[src/rtl/uart_imem_loader.sv]
// UART boot loader: 8N1 receiver feeding a word assembler that writes instruction memory.
// Optional trailing-checksum verification is compiled in with `define LOADER_CHECKSUM_EN.
module uart_imem_loader #(
  parameter int CLK_HZ    = 50000000,
  parameter int BIT_RATE  = 9600,
  parameter int WORD_W    = 32,
  parameter int ADDR_W    = 8,
  parameter int LSB_FIRST = 1
) (
  input  logic              clk,
  input  logic              resetn,
  input  logic              uart_rxd,
  input  logic              uart_rx_en,
  output logic              uart_rx_valid,
  output logic [7:0]        uart_rx_data,
  output logic              uart_rx_break,
  output logic              frame_err,
  output logic              mem_we,
  output logic [ADDR_W-1:0] mem_addr,
  output logic [WORD_W-1:0] mem_wdata,
  output logic [ADDR_W:0]   word_count,
  output logic              write_done,
  output logic              overflow,
  output logic              chk_err
);

  localparam int CPB    = CLK_HZ / BIT_RATE;
  localparam int HALF   = CPB / 2;
  localparam int NBYTES = WORD_W / 8;
  localparam int CNT_W  = $clog2(CPB + 1);
  localparam int IDX_W  = $clog2(NBYTES + 1);

  localparam logic [CNT_W-1:0] CPB_M1  = CNT_W'(CPB - 1);
  localparam logic [CNT_W-1:0] HALF_M1 = CNT_W'(HALF - 1);

  typedef enum logic [1:0] {RX_IDLE, RX_START, RX_DATA, RX_STOP} rx_state_t;

  rx_state_t        rx_state_q;
  logic             rxd_s1_q, rxd_s2_q, rxd_s3_q;
  logic [CNT_W-1:0] rx_cnt_q;
  logic [2:0]       rx_bit_q;
  logic [7:0]       rx_shift_q;
  logic [7:0]       rx_data_q;
  logic             rx_valid_q, rx_break_q, rx_ferr_q;

  always_ff @(posedge clk or negedge resetn) begin
    if (!resetn) begin
      rxd_s1_q   <= 1'b1;
      rxd_s2_q   <= 1'b1;
      rxd_s3_q   <= 1'b1;
      rx_state_q <= RX_IDLE;
      rx_cnt_q   <= '0;
      rx_bit_q   <= '0;
      rx_shift_q <= '0;
      rx_data_q  <= '0;
      rx_valid_q <= 1'b0;
      rx_break_q <= 1'b0;
      rx_ferr_q  <= 1'b0;
    end else begin
      rxd_s1_q   <= uart_rxd;
      rxd_s2_q   <= rxd_s1_q;
      rxd_s3_q   <= rxd_s2_q;
      rx_valid_q <= 1'b0;
      rx_break_q <= 1'b0;
      rx_ferr_q  <= 1'b0;
      case (rx_state_q)
        RX_IDLE: begin
          if (uart_rx_en && rxd_s3_q && !rxd_s2_q) begin
            rx_state_q <= RX_START;
            rx_cnt_q   <= '0;
          end
        end
        RX_START: begin
          // A start bit that is high again at mid-bit was only a glitch.
          if (rx_cnt_q == HALF_M1) begin
            rx_cnt_q   <= '0;
            rx_bit_q   <= '0;
            rx_state_q <= rxd_s2_q ? RX_IDLE : RX_DATA;
          end else begin
            rx_cnt_q <= rx_cnt_q + CNT_W'(1);
          end
        end
        RX_DATA: begin
          if (rx_cnt_q == CPB_M1) begin
            rx_cnt_q   <= '0;
            rx_shift_q <= {rxd_s2_q, rx_shift_q[7:1]};
            rx_bit_q   <= rx_bit_q + 3'd1;
            if (rx_bit_q == 3'd7) rx_state_q <= RX_STOP;
          end else begin
            rx_cnt_q <= rx_cnt_q + CNT_W'(1);
          end
        end
        RX_STOP: begin
          if (rx_cnt_q == CPB_M1) begin
            rx_cnt_q   <= '0;
            rx_state_q <= RX_IDLE;
            if (rxd_s2_q) begin
              rx_valid_q <= 1'b1;
              rx_data_q  <= rx_shift_q;
            end else if (rx_shift_q == 8'h00) begin
              rx_break_q <= 1'b1;
            end else begin
              rx_ferr_q <= 1'b1;
            end
          end else begin
            rx_cnt_q <= rx_cnt_q + CNT_W'(1);
          end
        end
        default: rx_state_q <= RX_IDLE;
      endcase
    end
  end

  assign uart_rx_valid = rx_valid_q;
  assign uart_rx_data  = rx_data_q;
  assign uart_rx_break = rx_break_q;
  assign frame_err     = rx_ferr_q;

`ifdef LOADER_CHECKSUM_EN
  typedef enum logic [1:0] {LD_LOAD, LD_DONE, LD_CHECK} ld_state_t;
  logic [WORD_W-1:0] sum_q;
  logic              chk_q;
`else
  typedef enum logic [1:0] {LD_LOAD, LD_DONE} ld_state_t;
`endif

  ld_state_t         ld_state_q;
  logic [IDX_W-1:0]  byte_idx_q;
  logic [IDX_W-1:0]  slot;
  logic [WORD_W-1:0] word_q, word_d;
  logic [ADDR_W-1:0] addr_q;
  logic [ADDR_W:0]   count_q;
  logic              done_q, ovf_q, we_q;
  logic [ADDR_W-1:0] maddr_q;
  logic [WORD_W-1:0] wdata_q;
  logic              last_byte;

  assign slot      = (LSB_FIRST != 0) ? byte_idx_q : IDX_W'(NBYTES - 1) - byte_idx_q;
  assign last_byte = (byte_idx_q == IDX_W'(NBYTES - 1));

  always_comb begin
    word_d = word_q;
    for (int i = 0; i < NBYTES; i++) begin
      if (IDX_W'(i) == slot) word_d[8*i +: 8] = rx_data_q;
    end
  end

  always_ff @(posedge clk or negedge resetn) begin
    if (!resetn) begin
      ld_state_q <= LD_LOAD;
      byte_idx_q <= '0;
      word_q     <= '0;
      addr_q     <= '0;
      count_q    <= '0;
      done_q     <= 1'b0;
      ovf_q      <= 1'b0;
      we_q       <= 1'b0;
      maddr_q    <= '0;
      wdata_q    <= '0;
`ifdef LOADER_CHECKSUM_EN
      sum_q      <= '0;
      chk_q      <= 1'b0;
`endif
    end else begin
      we_q <= 1'b0;
      if (rx_break_q) begin
        ld_state_q <= LD_LOAD;
        byte_idx_q <= '0;
        addr_q     <= '0;
        count_q    <= '0;
        done_q     <= 1'b0;
        ovf_q      <= 1'b0;
`ifdef LOADER_CHECKSUM_EN
        sum_q      <= '0;
        chk_q      <= 1'b0;
`endif
      end else if (rx_valid_q && ld_state_q != LD_DONE) begin
        word_q     <= word_d;
        byte_idx_q <= last_byte ? '0 : byte_idx_q + IDX_W'(1);
        if (last_byte) begin
          case (ld_state_q)
`ifdef LOADER_CHECKSUM_EN
            LD_CHECK: begin
              done_q     <= 1'b1;
              chk_q      <= ((sum_q + word_d) != '0);
              ld_state_q <= LD_DONE;
            end
`endif
            LD_LOAD: begin
              if (&word_d) begin
`ifdef LOADER_CHECKSUM_EN
                ld_state_q <= LD_CHECK;
`else
                done_q     <= 1'b1;
                ld_state_q <= LD_DONE;
`endif
              end else begin
                we_q    <= 1'b1;
                maddr_q <= addr_q;
                wdata_q <= word_d;
                count_q <= count_q + (ADDR_W+1)'(1);
`ifdef LOADER_CHECKSUM_EN
                sum_q   <= sum_q + word_d;
`endif
                // The last address ends the load; the pointer never wraps.
                if (&addr_q) begin
                  ovf_q      <= 1'b1;
                  done_q     <= 1'b1;
                  ld_state_q <= LD_DONE;
                end else begin
                  addr_q <= addr_q + ADDR_W'(1);
                end
              end
            end
            default: ;
          endcase
        end
      end
    end
  end

  assign mem_we     = we_q;
  assign mem_addr   = maddr_q;
  assign mem_wdata  = wdata_q;
  assign word_count = count_q;
  assign write_done = done_q;
  assign overflow   = ovf_q;
`ifdef LOADER_CHECKSUM_EN
  assign chk_err    = chk_q;
`else
  assign chk_err    = 1'b0;
`endif

endmodule
[config.mk]
export PLATFORM = sky130hd
export DESIGN_NAME = uart_imem_loader
export DESIGN_NICKNAME = d
export VERILOG_FILES = /design/src/rtl/uart_imem_loader.sv
export SDC_FILE = /design/constraint.sdc
export NUM_CORES = 1
export LEC_CHECK = 0
export CAP_MARGIN = 30
export CORE_UTILIZATION = 60
export DETAILED_ROUTE_END_ITERATION = 12
export PLACE_DENSITY = 0.87
export SLEW_MARGIN = 20
export SYNTH_ARGS = -nofsm -noshare
export SYNTH_HDL_FRONTEND = slang
export SYNTH_SLANG_ARGS = --single-unit
[constraint.sdc]
create_clock -name clk -period 6.6 [get_ports clk]
set_input_delay 1.32 -clock clk [delete_from_list [all_inputs] [get_ports clk]]
set_output_delay 1.32 -clock clk [all_outputs]
set_load 0.03 [all_outputs]
### Word-level counts from Yosys, hierarchy flattened

Cells that the tools add are included.

* $add $sub $neg: 5
* $mul: 0
* divide/modulo/power cells: 0
* order comparisons: 0
* equal/unequal tests: 18
* shift-type cells: 0
* muxes and demuxes: 65
* bitwise gates (word level): 2
* reductions and logical operators: 27

Operators with widths (number)
* $mux W8: 10
* $mux W9: 5
* $mux W13: 3
* $pmux W13 S3: 1
* $reduce_and A32 Y1: 1
* $mux W1: 27
* $mux W2: 12
* $reduce_and A5 Y1: 4
* $mux W3: 5
* $ne A2 B2 Y1 const B: 7
* $add A13 B1 Y13 const B: 1
* $eq A13 B12 Y1 const B: 1
* $eq A13 B13 Y1 const B: 1
* $reduce_bool A2 Y1: 5
* $add A9 B1 Y9 const B: 1
* $add A8 B1 Y8 const B: 1
* $logic_not A8 Y1: 1
* $pmux W2 S4: 1
* $reduce_and A4 Y1: 2
* $reduce_and A8 Y1: 1
* $add A3 B1 Y3 const B: 2
* $eq A2 B3 Y1 const A: 2
* $pmux W3 S2: 1
* $reduce_and A3 Y1: 2
* other kinds (14): 20

* register bits: 137
* bits in latches: 0
* RAM bits: 0
* bits in read-only memories: 0
* bits of input ports: 4
* output and inout port bits: 64
* logic and storage cells: 138
* memories kept: 0

### Logic depth before layout (Yosys ltp)

Gate-level depths: netlist of run 1.

* depth after elaboration: 8
* mapped depth: 12
* depth with buffers taken out: 8

### Least setup slack after synthesis of run 1

OpenSTA, ideal clock, no wires.

* path kind: reg-to-reg
* start: register byte_idx_q[0]
* end: register maddr_q[0], in the netlist mem_addr[0]
* library setup time: 0.125 ns
* arrival: 2.461 ns
* data required time: 6.475 ns
* path slack: 4.014 ns
* stages on the path, launching flop included: 12
* buffers on the path: 3
* clock period less this slack: 2.586 ns
* cell sequence: dfrtp_1 inv_1 ha_1 buf_2 nor2b_1 buf_2 o31ai_1 o2111ai_1 nor4_4 nor2_4 buf_6 mux2_4

* longest elaborated chain between the ends: 5
* elaborated cells between the ends (all ways): 12
* classes of those cells: eq/ne: 4; mux: 4; bitwise: 1; reduce/logical: 3

RTL lines
* start: declaration: line 128 `logic [IDX_W-1:0] byte_idx_q;`
* start signal: assignment: line 179 `byte_idx_q <= last_byte ? '0 : byte_idx_q + IDX_W'(1);`
* $eq A1 B3 Y1, or another cell as far along: line 144 `if (IDX_W'(i) == slot) word_d[8*i +: 8] = rx_data_q;`
* $mux W8: line 144
* $reduce_and A32 Y1: line 190 `if (&word_d) begin`
* $not A1 Y1 (no source line)
* $reduce_and A5 Y1 (no source line) *
* end signal: assignment: line 199 `maddr_q <= addr_q;`
* end: declaration: line 134 `logic [ADDR_W-1:0] maddr_q;`

Every way passes the cells marked *; elsewhere a longest branch is shown, timed or not.
A chain may end at the register's enable or synchronous reset.

### Worst setup path in the final report of run 1

* start: register byte_idx_q[0]
* end: register wdata_q[4], in the netlist mem_wdata[4]

* longest elaborated chain between the ends: 5
* elaborated cells between the ends (all ways): 12
* classes of those cells: eq/ne: 4; mux: 4; bitwise: 1; reduce/logical: 3

RTL lines
* $eq A1 B3 Y1, or another cell as far along: line 144
* $mux W8: line 144
* $reduce_and A32 Y1: line 190
* $not A1 Y1 (no source line)
* $reduce_and A5 Y1 (no source line)
* end signal: assignment: line 200 `wdata_q <= word_d;`
* end: declaration: line 135 `logic [WORD_W-1:0] wdata_q;`

Parallel ways exist; a longest one is shown, timed or not.

==> results of run 1 <==
per-stage QoR:
step                      cells  setup slack (ns)  area, um2  util, %
after CTS                   769             3.115       7820    74.41
after detailed placement    737             3.190       7258    69.07
after global routing        770             2.956       7848    74.68
final                       770             3.065       7848    74.68
after floorplan             566             4.014       6591        -
after global placement      737             3.393       7258    69.07
registers in the layout, indices dropped and copies added, names as in the netlist, 3 cells and up, named ones only:
signal / count
mem_addr: 8
addr_q: 8
rx_shift_q: 8
word_count: 9
rx_bit_q: 3
uart_rx_data: 8
word_q: 32
mem_wdata: 32
rx_cnt_q: 13
byte_idx_q: 3
metal layers:
layer	wire length [um]	up-vias	track usage, %
li1	-	2142	-
met1	6113	2386	35.29
met2	7325	194	44.38
met3	854	42	6.201
met4	455	0	13.31
met5	0	-	0
cells by family (layout without fill, tap and decap cells):
group / Yosys count / after routing / share of synthesized area, %
adders and majority gates: 9 / 9 / 1.708
buffers and inverters: 45 / 113 / 3.531
and+or+nand+nor: 191 / 191 / 15.24
other: 1 / 1 / 0.05689
AOI/OAI and AO/OA: 77 / 77 / 7.593
xor gates and xnor gates: 1 / 1 / 0.1329
muxes: 107 / 107 / 20.43
DFF: 135 / 135 / 51.31
cell type report:
type                       count  share of cell area (%)
clock buffer                  25                   6.298
clock inverter                 7                  0.8610
inverter                       9                  0.4305
multi-input combinational    386                   37.93
sequential                   135                   43.10
tap                          136                   2.168
timing repair buffer          72                   9.216
power groups by stage:
stage	logic [mW]	registers, mW	clock network (mW)
after floorplan	0.114	0.873	0
after global placement	0.130	0.892	0
after detailed placement	0.140	0.894	0
after CTS	0.142	0.880	0.895
after global routing	0.163	0.884	0.932
final	0.145	0.882	0.890
synth_stat cells, drive strengths merged, types with 9 or more instances:
cell / count / area share, %
nand2: 78 / 4.4
mux2: 103 / 20
nor2: 20 / 1.3
o31ai: 14 / 1.6
nor2b: 11 / 1.0
clkbuf: 20 / 1.1
ha: 9 / 1.7
o21ai: 24 / 1.8
inv: 9 / 0.51
nand2b: 11 / 1.0
nand3: 14 / 1.1
and3: 12 / 1.1
nand4: 9 / 0.85
a21oi: 13 / 0.99
buf: 16 / 1.9
dfrtp: 132 / 50
worst max path at each step:
| stage | from | end | slack, ns | cells after the start |
|---|---|---|---|---|
| 2_1_floorplan | byte_idx_q[0] | mem_addr[0] | 4.01 | 11 |
| 6_report | byte_idx_q[0] | mem_wdata[4] | 3.06 | 10 |
| 4_1_cts | byte_idx_q[0] | mem_wdata[4] | 3.11 | 10 |
| 5_1_grt | byte_idx_q[0] | mem_wdata[4] | 2.96 | 10 |
| 3_5_place_dp | byte_idx_q[0] | mem_wdata[4] | 3.19 | 10 |
| 3_3_place_gp | byte_idx_q[0] | mem_wdata[4] | 3.39 | 10 |
worst max-delay path, delay by kind of cell (launching register included):
family | cells | cell delay [ns]
AOI/OAI and AO/OA | 2 | 0.36
adders and majority gates | 1 | 0.34
buffers and inverters | 3 | 0.97
DFF | 1 | 0.40
muxes | 1 | 0.42
and+or+nand+nor | 3 | 0.88
==> reports/metrics.yaml, run 1 <==
cts:
  numCtsBuffers: 17
  post_cts_buffers: 0
  clock_path_buffers: 2
  ctsResizeCount: 0
  cts_tree: "built"
  cts-root-buf: "clkbuf_8"
  clk-insertion-delay-late_ns: 0.54
  htree_levels: 4
  clock_sinks: 135
  cts_hold_buf: 0
  path_clk_slew_ns: 0.06
critical_path:
  cp_data_required_time_ns: 7.02
  criticalPathCategory: "reg -> reg"
  worst_r2r_startpoint: "byte_idx_q[0]"
  reg2reg_setup_slack_ns: 3.06
  reg2reg_depth: 10
  cp_common_cell: "buf_4"
  cp_cell_sequence: "inv_1 -> ha_1 -> nor2b_1 -> o31ai_1 -> o2111ai_1 -> nor4_4 -> buf_4 -> nor2_4 -> buf_4 -> mux2_2"
  critPathLaunchType: "flop"
  rr_endpoint: "mem_wdata[4]"
  cp-end-kind: "flop"
  cp_max_fo: 42
  slowest_stage: "nor2b_1"
  crit_arrival_ns: 3.95
  worst_path_largest_cell_delay_ns: 0.69
floorplanning:
  rows: 37
  core_mm2: 0.01051
  dieArea_mm2: 0.01141
  initial_core_util_pct: 62.72
  die_w_um: 106.8
  io_pins: 68
  die_h_um: 106.8
pwr:
  total_power_mw: 1.917
  ir_drop_uv: 212.5
  power_frac_clock_pct: 46.4
  seq_power_share_pct: 46.0
  p_comb_share_pct: 7.6
  switching_share_pct: 24.33
  power.internal_mw: 1.450
  powerDensity_mw_per_mm2: 244.2
  p_leak_nw: 3.672
  power.switching_mw: 0.4664
route:
  drt_pass1_iterations: 8
  routed_wl_um: 14750
  vias: 4764
  wl_per_cell_um: 19.15
  vias_per_cell: 6.187
  drcViolationCount: 0
  first_iter_violations: 308
  final_antenna_net_count: 0
synth:
  synthFlopType: "dfrtp_1"
  ys_ff_latch: 135
  synth_edf_count: 0
  netlist_instances: 566
  synthesis.area_mm2: 0.006591
  synth_fp_nets: 579
  async_reset_ff_share_pct: 100.0
  synth_area_per_cell_um2: 11.65
  yosysSeqAreaShare_pct: 51.31
  yosysWarnings: 0
  synthDistinctLibCells: 55
cells_and_area:
  drive_above_1_share_pct: 23.34
  layout_commonest_cell: "dfrtp_1"
  diodes: 0
  mostFrequentLayoutCells: "132 x dfrtp_1, 78 x nand2_1, 65 x clkdlybuf4s50_1, 61 x mux2_2, 39 x mux2_4"
  nFillCells: 637
  ff_latch_area_mm2: 0.003382
  multi_input_area_mm2: 0.002977
  area_growth_syn_to_layout_pct: 19.06
  num-nets-final: 634
worst_hold_path:
  min_to: "rxd_s2_q"
  holdCritPathClass: "reg -> reg"
  whs_path_depth: 0
  hp-start: "rxd_s1_q"
timing:
  relSlewSlack_pct: 45.10
  period_minus_slack_ns: 3.535
  finalHoldViolations: 0
  rsz0062_at_grt: "false"
  slew_viol_final: 0
  clock_skew_ns: 0.01004
  finalSetupTns_ns: 0
  post-route-period-util_pct: 53.57
  whs_ns: 0.3555
  setup_viol: 0
  tightest_slew_ns: 0.8235
  fmaxAchievable_mhz: 282.9
global_routing:
  grt_max_degree: 72
  grt_usage_pct: 27.54
  first_global_vias: 4820
  grt_overflow: 0
  grt_pass1_wl_um: 24020
  antenna_found_initial: 0
place:
  gp_congestion: 0.8686
  hpwl_um: 9008
  portBuffers: 66
run:
  cap_viol_max_count: 0
outcome:
  status: "finished clean"
(Power assumes the default switching activity.)
==> run 2: changes to the inputs <==
--- a/config.mk
+++ b/config.mk
@@ -6,9 +6,9 @@
 export NUM_CORES = 1
 export LEC_CHECK = 0
 export CAP_MARGIN = 30
-export CORE_UTILIZATION = 60
+export CORE_UTILIZATION = 51
 export DETAILED_ROUTE_END_ITERATION = 12
-export PLACE_DENSITY = 0.87
+export PLACE_DENSITY = 0.79
 export SLEW_MARGIN = 20
 export SYNTH_ARGS = -nofsm -noshare
 export SYNTH_HDL_FRONTEND = slang
==> constraint.sdc (replaced) <==
create_clock -name clk -period 3 [get_ports clk]
set_input_delay 0.6 -clock clk [delete_from_list [all_inputs] [get_ports clk]]
set_output_delay 0.6 -clock clk [all_outputs]
set_load 0.03 [all_outputs]
==> reports/metrics.yaml, run 2 (same netlist as run 1, synthesis figures left out) <==
global_routing:
  grt_overflow: 0
  antenna_found_initial: 0
  grt_usage_pct: 23.01
  grt_max_degree: 79
  grt_pass1_wl_um: 23390
  first_global_vias: 4577
cts:
  path_clk_slew_ns: 0.06
  cts_tree: "built"
  post_cts_buffers: 0
  clock_sinks: 135
  cts-root-buf: "clkbuf_16"
  clk-insertion-delay-late_ns: 0.42
  htree_levels: 4
  ctsResizeCount: 0
  clock_path_buffers: 2
  cts_hold_buf: 0
  numCtsBuffers: 17
timing:
  clock_skew_ns: 0.01394
  finalHoldViolations: 0
  fmaxAchievable_mhz: 356.4
  slew_viol_final: 0
  relSlewSlack_pct: 52.58
  rsz0062_at_grt: "false"
  period_minus_slack_ns: 2.806
  finalSetupTns_ns: 0
  setup_viol: 0
  tightest_slew_ns: 0.7074
  post-route-period-util_pct: 93.54
floorplanning:
  die_w_um: 115.7
  initial_core_util_pct: 52.23
  dieArea_mm2: 0.01338
  core_mm2: 0.01262
  io_pins: 68
  die_h_um: 115.7
  rows: 41
route:
  wl_per_cell_um: 17.38
  final_antenna_net_count: 0
  vias: 4615
  drt_pass1_iterations: 5
  drcViolationCount: 0
  first_iter_violations: 240
  routed_wl_um: 14110
  vias_per_cell: 5.683
cells_and_area:
  num-nets-final: 645
  layout_commonest_cell: "dfrtp_1"
  mostFrequentLayoutCells: "132 x dfrtp_1, 78 x nand2_1, 65 x clkdlybuf4s50_1, 61 x mux2_2, 39 x mux2_4"
  area_growth_syn_to_layout_pct: 20.84
  stdcell_count: 812
  nFillCells: 981
  diodes: 0
  drive_above_1_share_pct: 24.38
place:
  hpwl_um: 9545
  portBuffers: 66
  gp_congestion: 0.9292
  placed_cells_incl_taps: 785
outcome:
  status: "finished clean"
worst_hold_path:
  holdCritPathClass: "in -> async"
pwr:
  p_leak_nw: 3.732
  ir_drop_uv: 547.7
  powerDensity_mw_per_mm2: 521.4
  total_power_mw: 4.153
critical_path:
  cp_max_fo: 25
  cp.buffers_inverters: 2
  crit_arrival_ns: 3.11
  cp_common_cell: "mux2_2"
  cp-end-kind: "flop"
  critPathLaunchType: "flop"
  cp_cell_sequence: "inv_1 -> ha_1 -> nand2b_1 -> mux2_2 -> o211ai_1 -> nor4_4 -> buf_12 -> nor4b_1 -> mux2_2"
  critPathTopFamily: "multiplexers"
  cp_data_required_time_ns: 3.30
  worst_path_largest_cell_delay_ns: 0.43
  slowest_stage: "mux2_2"
  criticalPathCategory: "reg -> reg"
run:
  cap_viol_max_count: 0
==> run 2: cell count changes in the layout (fill, tap and decap cells not counted) <==
cell,before,now
clkbuf_8,6,4
buf_12,0,3
clkbuf_1,3,1
clkbuf_16,16,17
buf_4,6,15
clkinv_2,3,4
buf_16,1,0
clkinvlp_4,3,0
==> run 2: per-layer routing <==
layer | part of all wire (%) | vias up | track usage (%) | wire, um
met2 | 50 | 114 | 37.25 | 7010
met5 | 0 | - | 0 | 0
met3 | 4.5 | 24 | 6.067 | 639
met1 | 44 | 2311 | 29.69 | 6227
met4 | 1.7 | 0 | 8.974 | 233
li1 | - | 2166 | - | -
==> run 2: final cells by class <==
type                    count  area, um2  area share (%)
flip-flops and latches    135       3382           42.46
multi-input cells         386       2977           37.37
repair buffers             83      823.3           10.34
clock buffers              22      484.2           6.079
well taps                 172      215.2           2.702
clock inverters             5      50.05          0.6283
inverters                   9      33.78          0.4241
==> run 2: worst paths after layout <==
path / from / cells past startpoint / slack [ns] / endpoint
worst max-delay path: byte_idx_q[0] / 9 / 0.19 / addr_q[3]
worst min-delay path: resetn / 1 / 0.05 / word_q[23]
worst max register to register: byte_idx_q[0] / 9 / 0.19 / addr_q[3]
worst min register to register: rxd_s1_q / 0 / 0.36 / rxd_s2_q
max in group asynchronous: resetn / 2 / 2.15 / word_count[4]
min in group clk: rxd_s1_q / 0 / 0.36 / rxd_s2_q
==> run 2: metrics by stage <==
| stage | worst slack (ns) | cell area (um2) | utilization (%) | hold WS, ns |
|---|---|---|---|---|
| after floorplan | 0.4137 | 6591 | - | 0.3044 |
| after global placement | 0.3120 | 7431 | 58.88 | 0.3469 |
| after detailed placement | 0.2092 | 7431 | 58.88 | 0.3510 |
| after CTS | 0.1857 | 7965 | 63.12 | 0.04771 |
| after global routing | 0.05403 | 7965 | 63.12 | 0.05387 |
| final | 0.1938 | 7965 | 63.12 | 0.04882 |
==> run 2: where the power goes <==
group / internal, mW / switching (mW) / leakage [nW] / total (mW)
clock network: 1.20 / 0.705 / 0.269 / 1.90
logic: 0.128 / 0.186 / 1.59 / 0.314
registers: 1.87 / 0.0726 / 1.87 / 1.94
